--- config.mk ---
export PLATFORM = sky130hd
export DESIGN_NAME = nt_node_activity_monitor
export DESIGN_NICKNAME = d
export VERILOG_FILES = /design/src/rtl/nt_mon_pkg.sv /design/src/rtl/nt_run_length_tracker.sv /design/src/rtl/nt_node_activity_monitor.sv
export SDC_FILE = /design/constraint.sdc
export NUM_CORES = 1
export LEC_CHECK = 0
export ABC_CLOCK_PERIOD_IN_PS = 3500
export BUFFER_PORTS_ARGS = -buffer_cell sky130_fd_sc_hd__buf_2
export CAP_MARGIN = 20
export CORE_ASPECT_RATIO = 1.25
export CORE_MARGIN = 2
export CORE_UTILIZATION = 55
export CTS_BUF_LIST = sky130_fd_sc_hd__clkbuf_2 sky130_fd_sc_hd__clkbuf_4 sky130_fd_sc_hd__clkbuf_8
export DETAILED_ROUTE_END_ITERATION = 8
export PLACE_DENSITY_LB_ADDON = 0.2
export SYNTH_ARGS = -nofsm -noshare
export SYNTH_HDL_FRONTEND = slang
export SYNTH_HIERARCHICAL = 1
export SYNTH_SLANG_ARGS = --single-unit
--- constraint.sdc ---
create_clock -name I1470_clk -period 3.5 [get_ports I1470_clk]
set_clock_uncertainty 0.15 [all_clocks]
set_input_delay 0.7 -clock I1470_clk [delete_from_list [all_inputs] [get_ports I1470_clk]]
set_output_delay 0.7 -clock I1470_clk [all_outputs]
set_load 0.1 [all_outputs]
--- src/rtl/nt_mon_pkg.sv ---
// Shared types and defaults for the node activity monitor family.
package nt_mon_pkg;

  typedef enum logic [1:0] {
    ST_IDLE   = 2'd0,
    ST_ARMED  = 2'd1,
    ST_COUNT  = 2'd2,
    ST_REPORT = 2'd3
  } mon_state_e;

  localparam int unsigned WIN_LEN_DEF     = 256;
  localparam int unsigned RARE_THRESH_DEF = 4;
  localparam int unsigned STUCK_LEN_DEF   = 64;

  // Bits needed to hold values 0..max_val inclusive.
  function automatic int unsigned cnt_width(input int unsigned max_val);
    return $clog2(max_val + 1);
  endfunction

endpackage

--- src/rtl/nt_run_length_tracker.sv ---
// Tracks the previous sample and the current equal-value run; flags the
// single edge on which a run reaches STUCK_LEN.
module nt_run_length_tracker
  import nt_mon_pkg::*;
#(
  parameter int unsigned STUCK_LEN = STUCK_LEN_DEF,
  parameter int unsigned RUN_W     = cnt_width(STUCK_LEN)
) (
  input  logic clk_i,
  input  logic rst_ni,
  input  logic load_i,
  input  logic step_i,
  input  logic bit_i,
  output logic prev_o,
  output logic stuck_hit_o
);

  localparam logic [RUN_W-1:0] RUN_MAX = RUN_W'(STUCK_LEN);
  localparam logic [RUN_W-1:0] RUN_ONE = RUN_W'(1);

  logic             prev_q, prev_d;
  logic [RUN_W-1:0] run_q, run_d;
  logic             same;

  assign same = (bit_i == prev_q);

  always_comb begin
    prev_d = prev_q;
    run_d  = run_q;
    if (load_i) begin
      prev_d = bit_i;
      run_d  = RUN_ONE;
    end else if (step_i) begin
      prev_d = bit_i;
      if (!same) begin
        run_d = RUN_ONE;
      end else if (run_q != RUN_MAX) begin
        run_d = run_q + RUN_ONE;
      end
    end
  end

  always_ff @(posedge clk_i) begin
    if (!rst_ni) begin
      prev_q <= 1'b0;
      run_q  <= '0;
    end else begin
      prev_q <= prev_d;
      run_q  <= run_d;
    end
  end

  // Saturation at RUN_MAX keeps this to one pulse per run.
  assign stuck_hit_o = step_i && same && (run_q == (RUN_MAX - RUN_ONE));
  assign prev_o      = prev_q;

endmodule

--- src/rtl/nt_node_activity_monitor.sv ---
// Windowed ones/toggle counter for a single observed node with sticky
// rare-window and stuck-node flags.
module nt_node_activity_monitor
  import nt_mon_pkg::*;
#(
  parameter int unsigned WIN_LEN     = WIN_LEN_DEF,
  parameter int unsigned CNT_W       = cnt_width(WIN_LEN),
  parameter int unsigned RARE_THRESH = RARE_THRESH_DEF,
  parameter int unsigned STUCK_LEN   = STUCK_LEN_DEF,
  parameter int unsigned RUN_W       = cnt_width(STUCK_LEN)
) (
  input  logic             I1470_clk,
  input  logic             I1477_rst,
  input  logic             node_in,
  input  logic             sample_en,
  input  logic             start,
  input  logic             cont,
  input  logic             abort,
  input  logic             clr,
  output logic             busy,
  output logic             win_valid,
  output logic [CNT_W-1:0] ones_cnt,
  output logic [CNT_W-1:0] toggle_cnt,
  output logic             rare_flag,
  output logic             stuck_flag
);

  localparam logic [CNT_W-1:0] WIN_C = CNT_W'(WIN_LEN);
  localparam logic [CNT_W-1:0] ONE_C = CNT_W'(1);

  mon_state_e       state_q, state_d;
  logic [CNT_W-1:0] ones_q, toggles_q, idx_q;
  logic [CNT_W-1:0] ones_nxt, toggles_nxt, idx_nxt;
  logic [CNT_W-1:0] ones_cnt_q, toggle_cnt_q;
  logic             rare_flag_q, stuck_flag_q;
  logic             prev_bit, stuck_hit;
  logic             arm_load, count_step, win_done, rare_hit;
  logic [31:0]      ones_ext;

  assign arm_load    = (state_q == ST_ARMED) && sample_en && !abort;
  assign count_step  = (state_q == ST_COUNT) && sample_en && !abort;
  assign ones_nxt    = ones_q + CNT_W'(node_in);
  assign toggles_nxt = toggles_q + CNT_W'(node_in ^ prev_bit);
  assign idx_nxt     = idx_q + ONE_C;
  assign win_done    = count_step && (idx_nxt == WIN_C);
  assign ones_ext    = 32'(ones_nxt);
  assign rare_hit    = win_done && ((ones_ext <= RARE_THRESH) ||
                                    ((WIN_LEN - ones_ext) <= RARE_THRESH));

  nt_run_length_tracker #(
    .STUCK_LEN (STUCK_LEN),
    .RUN_W     (RUN_W)
  ) u_run (
    .clk_i       (I1470_clk),
    .rst_ni      (I1477_rst),
    .load_i      (arm_load),
    .step_i      (count_step),
    .bit_i       (node_in),
    .prev_o      (prev_bit),
    .stuck_hit_o (stuck_hit)
  );

  always_ff @(posedge I1470_clk) begin
    if (!I1477_rst) begin
      state_q <= ST_IDLE;
    end else begin
      state_q <= state_d;
    end
  end

  always_comb begin
    state_d = state_q;
    unique case (state_q)
      ST_IDLE:   if (start) state_d = ST_ARMED;
      ST_ARMED:  if (abort) state_d = ST_IDLE;
                 else if (sample_en) state_d = ST_COUNT;
      ST_COUNT:  if (abort) state_d = ST_IDLE;
                 else if (win_done) state_d = ST_REPORT;
      ST_REPORT: if (abort) state_d = ST_IDLE;
                 else state_d = cont ? ST_ARMED : ST_IDLE;
      default:   state_d = ST_IDLE;
    endcase
  end

  always_comb begin
    busy      = (state_q != ST_IDLE);
    win_valid = (state_q == ST_REPORT);
  end

  always_ff @(posedge I1470_clk) begin
    if (!I1477_rst) begin
      ones_q       <= '0;
      toggles_q    <= '0;
      idx_q        <= '0;
      ones_cnt_q   <= '0;
      toggle_cnt_q <= '0;
      rare_flag_q  <= 1'b0;
      stuck_flag_q <= 1'b0;
    end else begin
      if (arm_load) begin
        ones_q    <= CNT_W'(node_in);
        toggles_q <= '0;
        idx_q     <= ONE_C;
      end else if (count_step) begin
        ones_q    <= ones_nxt;
        toggles_q <= toggles_nxt;
        idx_q     <= idx_nxt;
      end
      if (win_done) begin
        ones_cnt_q   <= ones_nxt;
        toggle_cnt_q <= toggles_nxt;
      end
      // A set event on the same edge as clr takes precedence.
      rare_flag_q  <= rare_hit  || (rare_flag_q  && !clr);
      stuck_flag_q <= stuck_hit || (stuck_flag_q && !clr);
    end
  end

  assign ones_cnt   = ones_cnt_q;
  assign toggle_cnt = toggle_cnt_q;
  assign rare_flag  = rare_flag_q;
  assign stuck_flag = stuck_flag_q;

endmodule
==> impl_results.md, run 1 <==
- Status: complete, no violations
- Die ar.: 0.00625 sq mm
- Max-slew headroom: 0.387
- R2r setup slk: approximately 0.68 ns
- # clock sinks: 57
- DR DRC count: 0
- Leak: between 1 and 1.5 nW
- Peak supply drop: around 0.3 mV
- Final Max Tran Viols: 0
- Crit-path max FO: 6
- Syn. warnings: 6
- Post-cts sizing count: 0
- Hold EP: ones_cnt[0]$_SDFFE_PN0P_
- Yosys top cell area share: 0.368
- Number of post-CTS setup repair buffers: 0
- H-tree levels: 3
- Min Tclk post-route: 2.85 ns
- Count leader, synth: dfxtp_1
- Routed via count: 2717
- Grt ovf: 0
- Largest net degree at the start of global routing: 32
- Hold-fix buffers, CTS: 0
- Vias in the first global route: ~2700
- Vias per cell: ~5.8
- # rows: 30
- Synth top area cells: dfxtp_1, xnor2_1, nand2_1, nor2_1, mux2i_1
- Seq cells post-synth: 57
- First-pass GRT wire length: between 10 and 15 mm
- Die span in y: between 80 and 90 um
- Fin area: approximately 0.0035 sq mm
- Global Route Usage Sum: 0.235
- Synth cell types: ~60
- Actual slew at the worst max-slew pin: 0.918 ns
- CP required: about 3.6 ns
- Clk_lat worst skew: 0.33 ns
- Crit. End Element: register
- GPL Wtd Cong: roughly 0.86
- Diode count: 0
- Worst r2r path cells: 6
- Setup crit start: node_in
- CP Class: in -> reg
- Fmax: 0.350 GHz
- Number of flops mapped to enable cells by yosys: 0
- Initial core utilization: 0.569
- Setup_tns: 0 ns
- Layout cells sized above 1: 0.155
- Num ports: 30
- Arrival @ worst endpoint: 2.95 ns
- Fin util: 0.638
- R2R Path End: toggle_cnt[2]$_SDFFE_PN0P_
- Initial antenna violation count: 0
- Tcrit/Tclk final: 0.815
- Final nets: just over 400
- Iteration-0 DRC count of the detailed router: between 100 and 150
- Worst hold slack: about 0.31 ns
- Pwr dens: around 400 mW/mm^2
- Mapped Nets: between 300 and 400
- DRT Pass-1 Iters: 5
- MaxCap Viol Count: 0
- Cell taking the most area after synthesis: dfxtp_1
- Ys async rst share: 0
- Routed Antenna Nets: 0
- Hold path depth: 2
- Std-Cell Core Area: about 0.0054 sq mm
- Placed standard-cell area: approximately 0.0033 sq mm
- Cts bufs inserted: 9
- Leading cell types by count after synthesis: dfxtp_1, nand2_1, nor2_1, xnor2_1, nand3_1
- Detail Placement HPWL: ~4.8 mm
- Buffers on Ports: 29
- Fin. Hold Viols: 0
- CP startpoint kind: input port
- Unrepaired setup endpoints after global routing: false
- Register area share after synthesis: 0.368
- CTS clk-pin slew, worst paths: about 0.07 ns
- Mean Syn Cell Area: around 8.3 sq um
- Setup violation total in the final timing report: 0
- Drt total wl: between 6 and 7 mm
- Post-Syn Instances: between 300 and 400
- Area growth from synthesis to layout: 12.1%
- Die Wd: between 70 and 80 um
- CTS Root Cell: clkbuf_8
- Wire per inst: between 10 and 15 um
- Post-synthesis cell area: just over 0.003 sq mm
- HP Start: ones_cnt[0]$_SDFFE_PN0P_
- Worst Hold Class: reg -> reg
- Synth Flop Type: dfxtp_1
- Clock Path Buffers: 2
- Reg-to-Reg Start: idx_q[0]$_SDFFE_PN0P_
- TritonCTS clock tree: built
worst max-delay path, stage by stage:
cell and delay [ns]:
buf_2 0.15, ha_1 0.29, ha_1 0.35, or2_2 0.30
a2111oi_0 0.43, o211ai_1 0.15, mux2_2 0.29, o41ai_2 0.29
stage by stage:
step	power, mW	worst slack, ns	instances
4_1_cts	1.38	0.658	465
3_3_place_gp	0.730	0.450	450
6_report	1.37	0.647	465
3_5_place_dp	0.731	0.315	450
2_1_floorplan	0.713	0.697	373
5_1_grt	1.41	0.456	465
where the power goes:
part / internal [mW] / switching, mW / total (mW) / leakage [nW]
registers: 0.652 / 0.00425 / 0.656 / 0.459
logic: 0.0173 / 0.0439 / 0.0612 / 0.693
clock network: 0.401 / 0.253 / 0.654 / 0.112
total: 1.07 / 0.301 / 1.37 / 1.26
worst max-delay path by stage:
stage	endpoint	slack [ns]	cells past startpoint
2_1_floorplan	rare_flag$_SDFF_PN0_	0.70	7
3_3_place_gp	rare_flag$_SDFF_PN0_	0.45	8
3_5_place_dp	rare_flag$_SDFF_PN0_	0.31	8
4_1_cts	rare_flag$_SDFF_PN0_	0.66	8
5_1_grt	rare_flag$_SDFF_PN0_	0.46	8
6_report	rare_flag$_SDFF_PN0_	0.65	8
cell type report:
cell class	count	area, sq um
clock buffer	13	179
tap	64	80.1
multi-input combinational	286	1830
sequential	57	1140
fill	482	1970
timing repair buffer	33	175
clock inverter	2	35.0
inverter	10	37.5
layer usage:
metal / vias to the layer above / wire length [um] / GRT usage / share of wire
met5: - / 0 / 0 / 0
met4: 0 / 139 / 0.120 / 0.020
met3: 12 / 193 / 0.0334 / 0.028
met2: 60 / 3550 / 0.421 / 0.52
met1: 1280 / 2990 / 0.271 / 0.43
li1: 1365 / - / - / -
sequential cells by signal (all words and copies together) (netlist names):
signal and cells:
idx_q 9, u_run/prev_o 1, u_run/run_q 7, state_q 2
stuck_flag 1, rare_flag 1, toggles_q 9, toggle_cnt 9
ones_q 9, ones_cnt 9
kinds of logic after synthesis:
| family | after synthesis | share of synthesized area |
|---|---|---|
| adders and majority gates | 8 | 0.0323 |
| xor gates and xnor gates | 37 | 0.105 |
| and+or+nand+nor | 167 | 0.268 |
| muxes | 12 | 0.0392 |
| buffers and inverters | 30 | 0.0424 |
| DFF | 57 | 0.368 |
| AOI/OAI and AO/OA | 62 | 0.145 |
placed cells by master (no fill, tap or decap), drive strengths merged, types with 3 or more instances in the layout:
cell / netlist / final
dfxtp: 57 / 57
nand2: 55 / 55
nor2: 38 / 38
buf: 8 / 33
xnor2: 29 / 29
nand3: 19 / 19
nor3: 13 / 13
clkbuf: 12 / 13
a21oi: 12 / 12
mux2i: 11 / 11
inv: 10 / 10
a31oi: 9 / 9
xor2: 8 / 8
ha: 8 / 8
a211oi: 7 / 7
and3: 6 / 6
or4: 6 / 6
o21ai: 5 / 5
nor2b: 4 / 4
nor4: 4 / 4
and2: 4 / 4
a311oi: 3 / 3
o31ai: 3 / 3
nand3b: 3 / 3
o211ai: 3 / 3
or3: 3 / 3
and3b: 3 / 3
Note: power is estimated with default switching activity, not from simulation.
==> run 2, diff against run 1 <==
--- a/config.mk
+++ b/config.mk
@@ -5,7 +5,8 @@
 export SDC_FILE = /design/constraint.sdc
 export NUM_CORES = 1
 export LEC_CHECK = 0
-export ABC_CLOCK_PERIOD_IN_PS = 3500
+export ABC_AREA = 1
+export ABC_CLOCK_PERIOD_IN_PS = 2440
 export BUFFER_PORTS_ARGS = -buffer_cell sky130_fd_sc_hd__buf_2
 export CAP_MARGIN = 20
 export CORE_ASPECT_RATIO = 1.25
==> constraint.sdc (replaced) <==
create_clock -name I1470_clk -period 2.44 [get_ports I1470_clk]
set_clock_uncertainty 0.15 [all_clocks]
set_input_delay 0.488 -clock I1470_clk [delete_from_list [all_inputs] [get_ports I1470_clk]]
set_output_delay 0.488 -clock I1470_clk [all_outputs]
set_load 0.1 [all_outputs]
==> impl_results.md, run 2 <==
- Overall power: 1.99 mW (+45%)
- Ys async rst share: 0 (unchanged)
- Tcrit/Tclk final: 0.850
- CTS clk-pin slew, worst paths: 0.07 ns (about the same)
- Synth Flop Type: dfxtp_1
- Area growth from synthesis to layout: 11.8%
- Post-cts sizing count: 0 (unchanged)
- Peak supply drop: 0.318 mV (+9.2%)
- Syn. warnings: 6 (unchanged)
- MaxCap Viol Count: 0 (unchanged)
- Placed standard-cell area: 0.00329 sq mm (+0.88%)
- Initial antenna violation count: 0 (unchanged)
- Wire per inst: 11.6 um (-21%)
- Clk_lat worst skew: 0.34 ns (about the same)
- First-pass GRT wire length: 11.2 mm (-4.3%)
- WP buf/inv: 2 (+1)
- Crit-path max FO: 20 (+14)
- Mean Syn Cell Area: 6.88 sq um (-17%)
- Std-Cell Core Area: 0.00544 sq mm (unchanged)
- DRT Pass-1 Iters: 4 (-1)
- TritonCTS clock tree: built
- Largest stage delay, worst path: 0.39 ns (-0.04 ns)
- Die span in y: 88.2 um (+0.35%)
- Crit. End Element: register
- Setup violation total in the final timing report: 0 (unchanged)
- Drt total wl: 6.44 mm (-6.3%)
- CTS Root Cell: clkbuf_8
- Fmax: 0.482 GHz
- Final nets: 501 (+21%)
- # rows: 30 (unchanged)
- Vias in the first global route: 2633 (-0.83%)
- Routed Antenna Nets: 0 (unchanged)
- Fin area: 0.00349 sq mm (+0.43%)
- Min Tclk post-route: between 2 and 2.5 ns
- Final Max Tran Viols: 0 (unchanged)
- Largest net degree at the start of global routing: 36 (+13%)
- Leak: 1.66 nW (+32%)
- Detail Placement HPWL: 4.68 mm (-2.7%)
- Hold-fix buffers, CTS: 0 (unchanged)
- Met1 Use GR: 0.266 (-0.00450)
- Post-synthesis cell area: 0.00312 sq mm (+0.73%)
- Most frequent cells in the layout: nand2_1, nor2_1, inv_1
- Unrepaired setup endpoints after global routing: false
- Fin. Hold Viols: 0 (unchanged)
- GR met3 Demand/Resource: 0.0535 (+0.0202)
- Seq cells post-synth: 57 (unchanged)
- Number of flops mapped to enable cells by yosys: 0 (unchanged)
- Max-slew headroom: 0.666 (+0.279)
- # clock sinks: 57 (unchanged)
- Status: complete, no violations
- Commonest non-fill, non-tap cell in the layout: nand2_1
- GR peak layer: met2
- Num ports: 30 (unchanged)
- CP Class: reg -> reg
- Buffers on Ports: 29 (unchanged)
- Arrival @ worst endpoint: 2.15 ns (-0.80 ns)
- Synth top area cells: dfxtp_1, nand2_1, nor2_1, inv_1, nand3_1
- Pwr dens: 570 mW/mm^2 (+44%)
- Die ar.: 0.00630 sq mm (+0.69%)
- Synth cell types: 36 (-39%)
- Clock Path Buffers: 2 (unchanged)
- Iteration-0 DRC count of the detailed router: 206 (+51%)
- CP required: 2.52 ns (-1.08 ns)
- Leading cell types by count after synthesis: nand2_1, nor2_1, inv_1, dfxtp_1, nand3_1
- H-tree levels: 3 (unchanged)
- Die Wd: 71.4 um (+0.34%)
- CP Cell Sequence: ha_1 -> inv_1 -> nor2_2 -> nand3_1 -> nand3_4 -> nor2_4 -> nand2_4 -> clkinv_4 -> o211a_1
- Number of post-CTS setup repair buffers: 0 (unchanged)
- Met2 Use GR: 0.392 (-0.0286)
- Layout cells sized above 1: 0.169 (+0.0148)
- Count leader, synth: nand2_1
- Setup_tns: 0 ns (unchanged)
- GPL Wtd Cong: 0.844 (-2.4%)
- Cts bufs inserted: 9 (unchanged)
- Global Route Usage Sum: 0.225 (-0.0101)
- Diode count: 0 (unchanged)
- CP max-delay cell: dfxtp_1
- Mapped Nets: 470 (+21%)
- Routed via count: 2866 (+5.5%)
- CP startpoint kind: register
- Actual slew at the worst max-slew pin: 0.505 ns (-0.413 ns)
- Post-Syn Instances: 454 (+22%)
- Vias per cell: 5.17 (-11%)
- Delay-heaviest family, CP: simple AND/OR/NAND/NOR gates
- Grt ovf: 0 (unchanged)
- DR DRC count: 0 (unchanged)
- Yosys top cell area share: 0.366 (-0.00266)
- Register area share after synthesis: 0.366 (-0.00266)
- Worst Hold Class: in -> reg
- Cell taking the most area after synthesis: dfxtp_1
- Initial core utilization: 0.574 (+0.00414)
## run 2: changes by cell type after synthesis, moves of 7 or more
cell / previous run / this run
nor2_1: 38 / 71
nor2_2: 0 / 7
o21ai_0: 4 / 26
nand3_1: 17 / 30
xnor2_1: 29 / 1
a21oi_1: 11 / 28
clkbuf_1: 12 / 5
nand2_2: 0 / 7
inv_1: 10 / 63
o21ai_1: 0 / 13
a31oi_1: 9 / 1
mux2i_1: 11 / 0
nand2_1: 55 / 80
nor3_1: 13 / 1
## run 2: final timing paths
path | startpoint | to | slack, ns | cells past startpoint
max reg2reg | idx_q[0]$_SDFFE_PN0P_ | ones_cnt[8]$_SDFFE_PN0P_ | 0.37 | 9
max | idx_q[0]$_SDFFE_PN0P_ | ones_cnt[8]$_SDFFE_PN0P_ | 0.37 | 9
min reg2reg | toggles_q[0]$_SDFFE_PP0P_ | toggles_q[0]$_SDFFE_PP0P_ | 0.33 | 2
min | node_in | ones_q[0]$_SDFFE_PN0P_ | 0.31 | 3
## run 2: cell type report
type	count	area, sq um
clock buffer	11	145
clock inverter	5	55.1
fill	503	1950
inverter	70	269
multi-input combinational	314	1620
sequential	57	1140
tap	64	80.1
timing repair buffer	33	175
## run 2: logic make-up after synthesis
kind of cell | Yosys count | synth area share
adder cells (fa/ha/maj) | 8 | 0.0321
AND/OR/NAND/NOR | 213 | 0.310
flip-flops | 57 | 0.366
XOR/XNOR | 12 | 0.0337
AO/OA/AOI/OAI | 81 | 0.145
buffers and inverters | 83 | 0.114
## run 2: tightest hold or removal path: stages
cell and delay [ns]:
buf_2 0.13, nand2_1 0.07, a21oi_1 0.05
## run 2: routing by layer
layer,vias to the layer above,routed length [um]
li1,1505,-
met1,1289,2960
met2,57,3110
met3,15,254
met4,0,119
met5,-,0
## run 2: through the flow
| stage | instances | util | setup WS [ns] | hold slack (ns) |
|---|---|---|---|---|
| final | 554 | 0.641 | 0.367 | 0.308 |
| after global routing | 554 | 0.641 | 0.125 | 0.313 |
| after CTS | 554 | 0.641 | 0.345 | 0.307 |
| after detailed placement | 538 | 0.604 | 0.206 | 0.309 |
| after global placement | 538 | 0.604 | 0.266 | 0.306 |
| after floorplan | 454 | - | 0.544 | 0.295 |
## run 2: power breakdown
part / internal (mW) / switching [mW]
logic: 0.0422 / 0.105
clock network: 0.507 / 0.378
registers: 0.943 / 0.0129
==> run 3, diff against run 2 <==
--- a/config.mk
+++ b/config.mk
@@ -6,7 +6,7 @@
 export NUM_CORES = 1
 export LEC_CHECK = 0
 export ABC_AREA = 1
-export ABC_CLOCK_PERIOD_IN_PS = 2440
+export ABC_CLOCK_PERIOD_IN_PS = 2100
 export BUFFER_PORTS_ARGS = -buffer_cell sky130_fd_sc_hd__buf_2
 export CAP_MARGIN = 20
 export CORE_ASPECT_RATIO = 1.25
==> constraint.sdc (replaced) <==
create_clock -name I1470_clk -period 2.1 [get_ports I1470_clk]
set_clock_uncertainty 0.15 [all_clocks]
set_input_delay 0.42 -clock I1470_clk [delete_from_list [all_inputs] [get_ports I1470_clk]]
set_output_delay 0.42 -clock I1470_clk [all_outputs]
set_load 0.1 [all_outputs]
==> impl_results.md, run 3 (synthesized netlist as in run 2, its figures left out) <==
- CP required: 1.53 ns (-0.99 ns)
- Largest net degree at the start of global routing: 36 (unchanged)
- Vias per cell: 5.20 (+0.51%)
- Initial core utilization: 0.574 (unchanged)
- Crit. End Element: primary output
- Die ar.: 0.00630 sq mm (unchanged)
- Fmax: roughly 0.51 GHz
- # clock sinks: 57 (unchanged)
- DR DRC count: 0 (unchanged)
- Detail Placement HPWL: 4.94 mm (+5.6%)
- Actual slew at the worst max-slew pin: 0.488 ns (-0.0170 ns)
- CP Class: reg -> out
- Tcrit/Tclk final: 0.930
- Fin. Hold Viols: 0 (unchanged)
- Routed via count: 2943 (+2.7%)
- GPL Wtd Cong: 0.862 (+2.1%)
- MaxCap Viol Count: 0 (unchanged)
- Max-slew headroom: 0.677 (+0.0112)
- Peak supply drop: 0.554 mV (+74%)
- Setup violation total in the final timing report: 0 (unchanged)
- TritonCTS clock tree: built
- DRT Pass-1 Iters: 4 (unchanged)
- Final nets: 513 (+2.4%)
- Leak: 1.75 nW (+5.3%)
- Pwr dens: 698 mW/mm^2 (+23%)
- CP startpoint kind: register
- Std-Cell Core Area: 0.00544 sq mm (unchanged)
- Status: complete, no violations
- Grt ovf: 0 (unchanged)
- Die Wd: 71.4 um (unchanged)
- Largest stage delay, worst path: 0.44 ns (+0.05 ns)
- Buffers on Ports: 29 (unchanged)
- Crit-path max FO: 4 (-80%)
- CTS Root Cell: clkbuf_8
- CP max-delay cell: buf_2
- Cts bufs inserted: 9 (unchanged)
- CP Cell Sequence: inv_1 -> nand2_1 -> buf_2
- Clock Path Buffers: 2 (unchanged)
- Min Tclk post-route: slightly below 2 ns
- Setup_tns: 0 ns (unchanged)
- Drt total wl: 6.77 mm (+5.1%)
- Area growth from synthesis to layout: 17.2%
- Unrepaired setup endpoints after global routing: false
- Final Max Tran Viols: 0 (unchanged)
- Clk_lat worst skew: 0.33 ns (about the same)
- Number of post-CTS setup repair buffers: 0 (unchanged)
- Commonest non-fill, non-tap cell in the layout: nand2_1
- Diode count: 0 (unchanged)
- Routed Antenna Nets: 0 (unchanged)
- Global Route Usage Sum: 0.232 (+0.00764)
- Die span in y: 88.2 um (unchanged)
- CTS clk-pin slew, worst paths: 0.07 ns (about the same)
- Worst Hold Class: in -> reg
- Iteration-0 DRC count of the detailed router: 197 (-4.4%)
- Initial antenna violation count: 0 (unchanged)
- First-pass GRT wire length: 11.5 mm (+2.6%)
- Most frequent cells in the layout: nand2_1, nor2_1, inv_1
- # rows: 30 (unchanged)
- Arrival @ worst endpoint: 1.38 ns (-0.77 ns)
- Worst hold slack: 0.239 ns (-0.0690 ns)
- H-tree levels: 3 (unchanged)
- Layout cells sized above 1: 0.193 (+0.0238)
- Num ports: 30 (unchanged)
- Vias in the first global route: 2703 (+2.7%)
- Wire per inst: 12.0 um (+2.9%)
run 3: changes by cell type in the layout (fill, tap and decap cells not counted), sizes merged:
cell      delta
bufinv       +2
clkinvlp     -2
clkbuf       -1
buf         +12
clkinv       +1
run 3: layout make-up:
class | count | area, sq um
Clock buffer | 10 | 138
Clock inverter | 6 | 105
Fill cell | 504 | 1780
Inverter | 70 | 269
Multi-Input combinational cell | 314 | 1650
Sequential cell | 57 | 1140
Tap cell | 64 | 80.1
Timing Repair Buffer | 45 | 278
run 3: path summary, 6_finish.rpt:
path	to	startpoint	slack [ns]	cells past startpoint
worst max-delay path	busy	state_q[0]$_SDFFE_PN0P_	0.15	3
worst min-delay path	stuck_flag$_SDFF_PN0_	clr	0.24	4
worst max register to register	ones_cnt[1]$_SDFFE_PN0P_	idx_q[1]$_SDFFE_PP0P_	0.19	11
worst min register to register	toggles_q[0]$_SDFFE_PP0P_	toggles_q[0]$_SDFFE_PP0P_	0.32	2
run 3: through the flow:
stage	instance area [sq um]	total power, mW	worst slack (ns)	utilization	std cells
after floorplan	3120	1.26	0.230	-	454
after global placement	3390	1.32	0.0351	0.623	550
after detailed placement	3390	1.32	-0.0327	0.623	550
after CTS	3630	2.58	0.0396	0.668	566
after global routing	3660	2.65	0.0256	0.672	566
final	3660	2.55	0.147	0.672	566
run 3: repair_timing:
action	4_1_cts	5_1_grt
endpoints found under the hold margin	0	0
setup endpoints to repair	0	19
gates resized for setup	0	5
hold buffers	0	0
run 3: report_power, final:
part,switching [mW],internal [mW]
sequential,0.0146,1.10
clock,0.439,0.814
combinational,0.128,0.0620
run 3: worst max-delay path, delay by kind of cell, from the launching register on:
| kind | cells | cell delay [ns] |
|---|---|---|
| buffers and inverters | 2 | 0.53 |
| DFF | 1 | 0.40 |
| and+or+nand+nor | 1 | 0.12 |
run 3: per-layer routing:
metal | wire, um | track usage
met1 | 2890 | 0.272
met2 | 3420 | 0.409
met3 | 332 | 0.0433
met4 | 123 | 0.110
met5 | 0 | 0
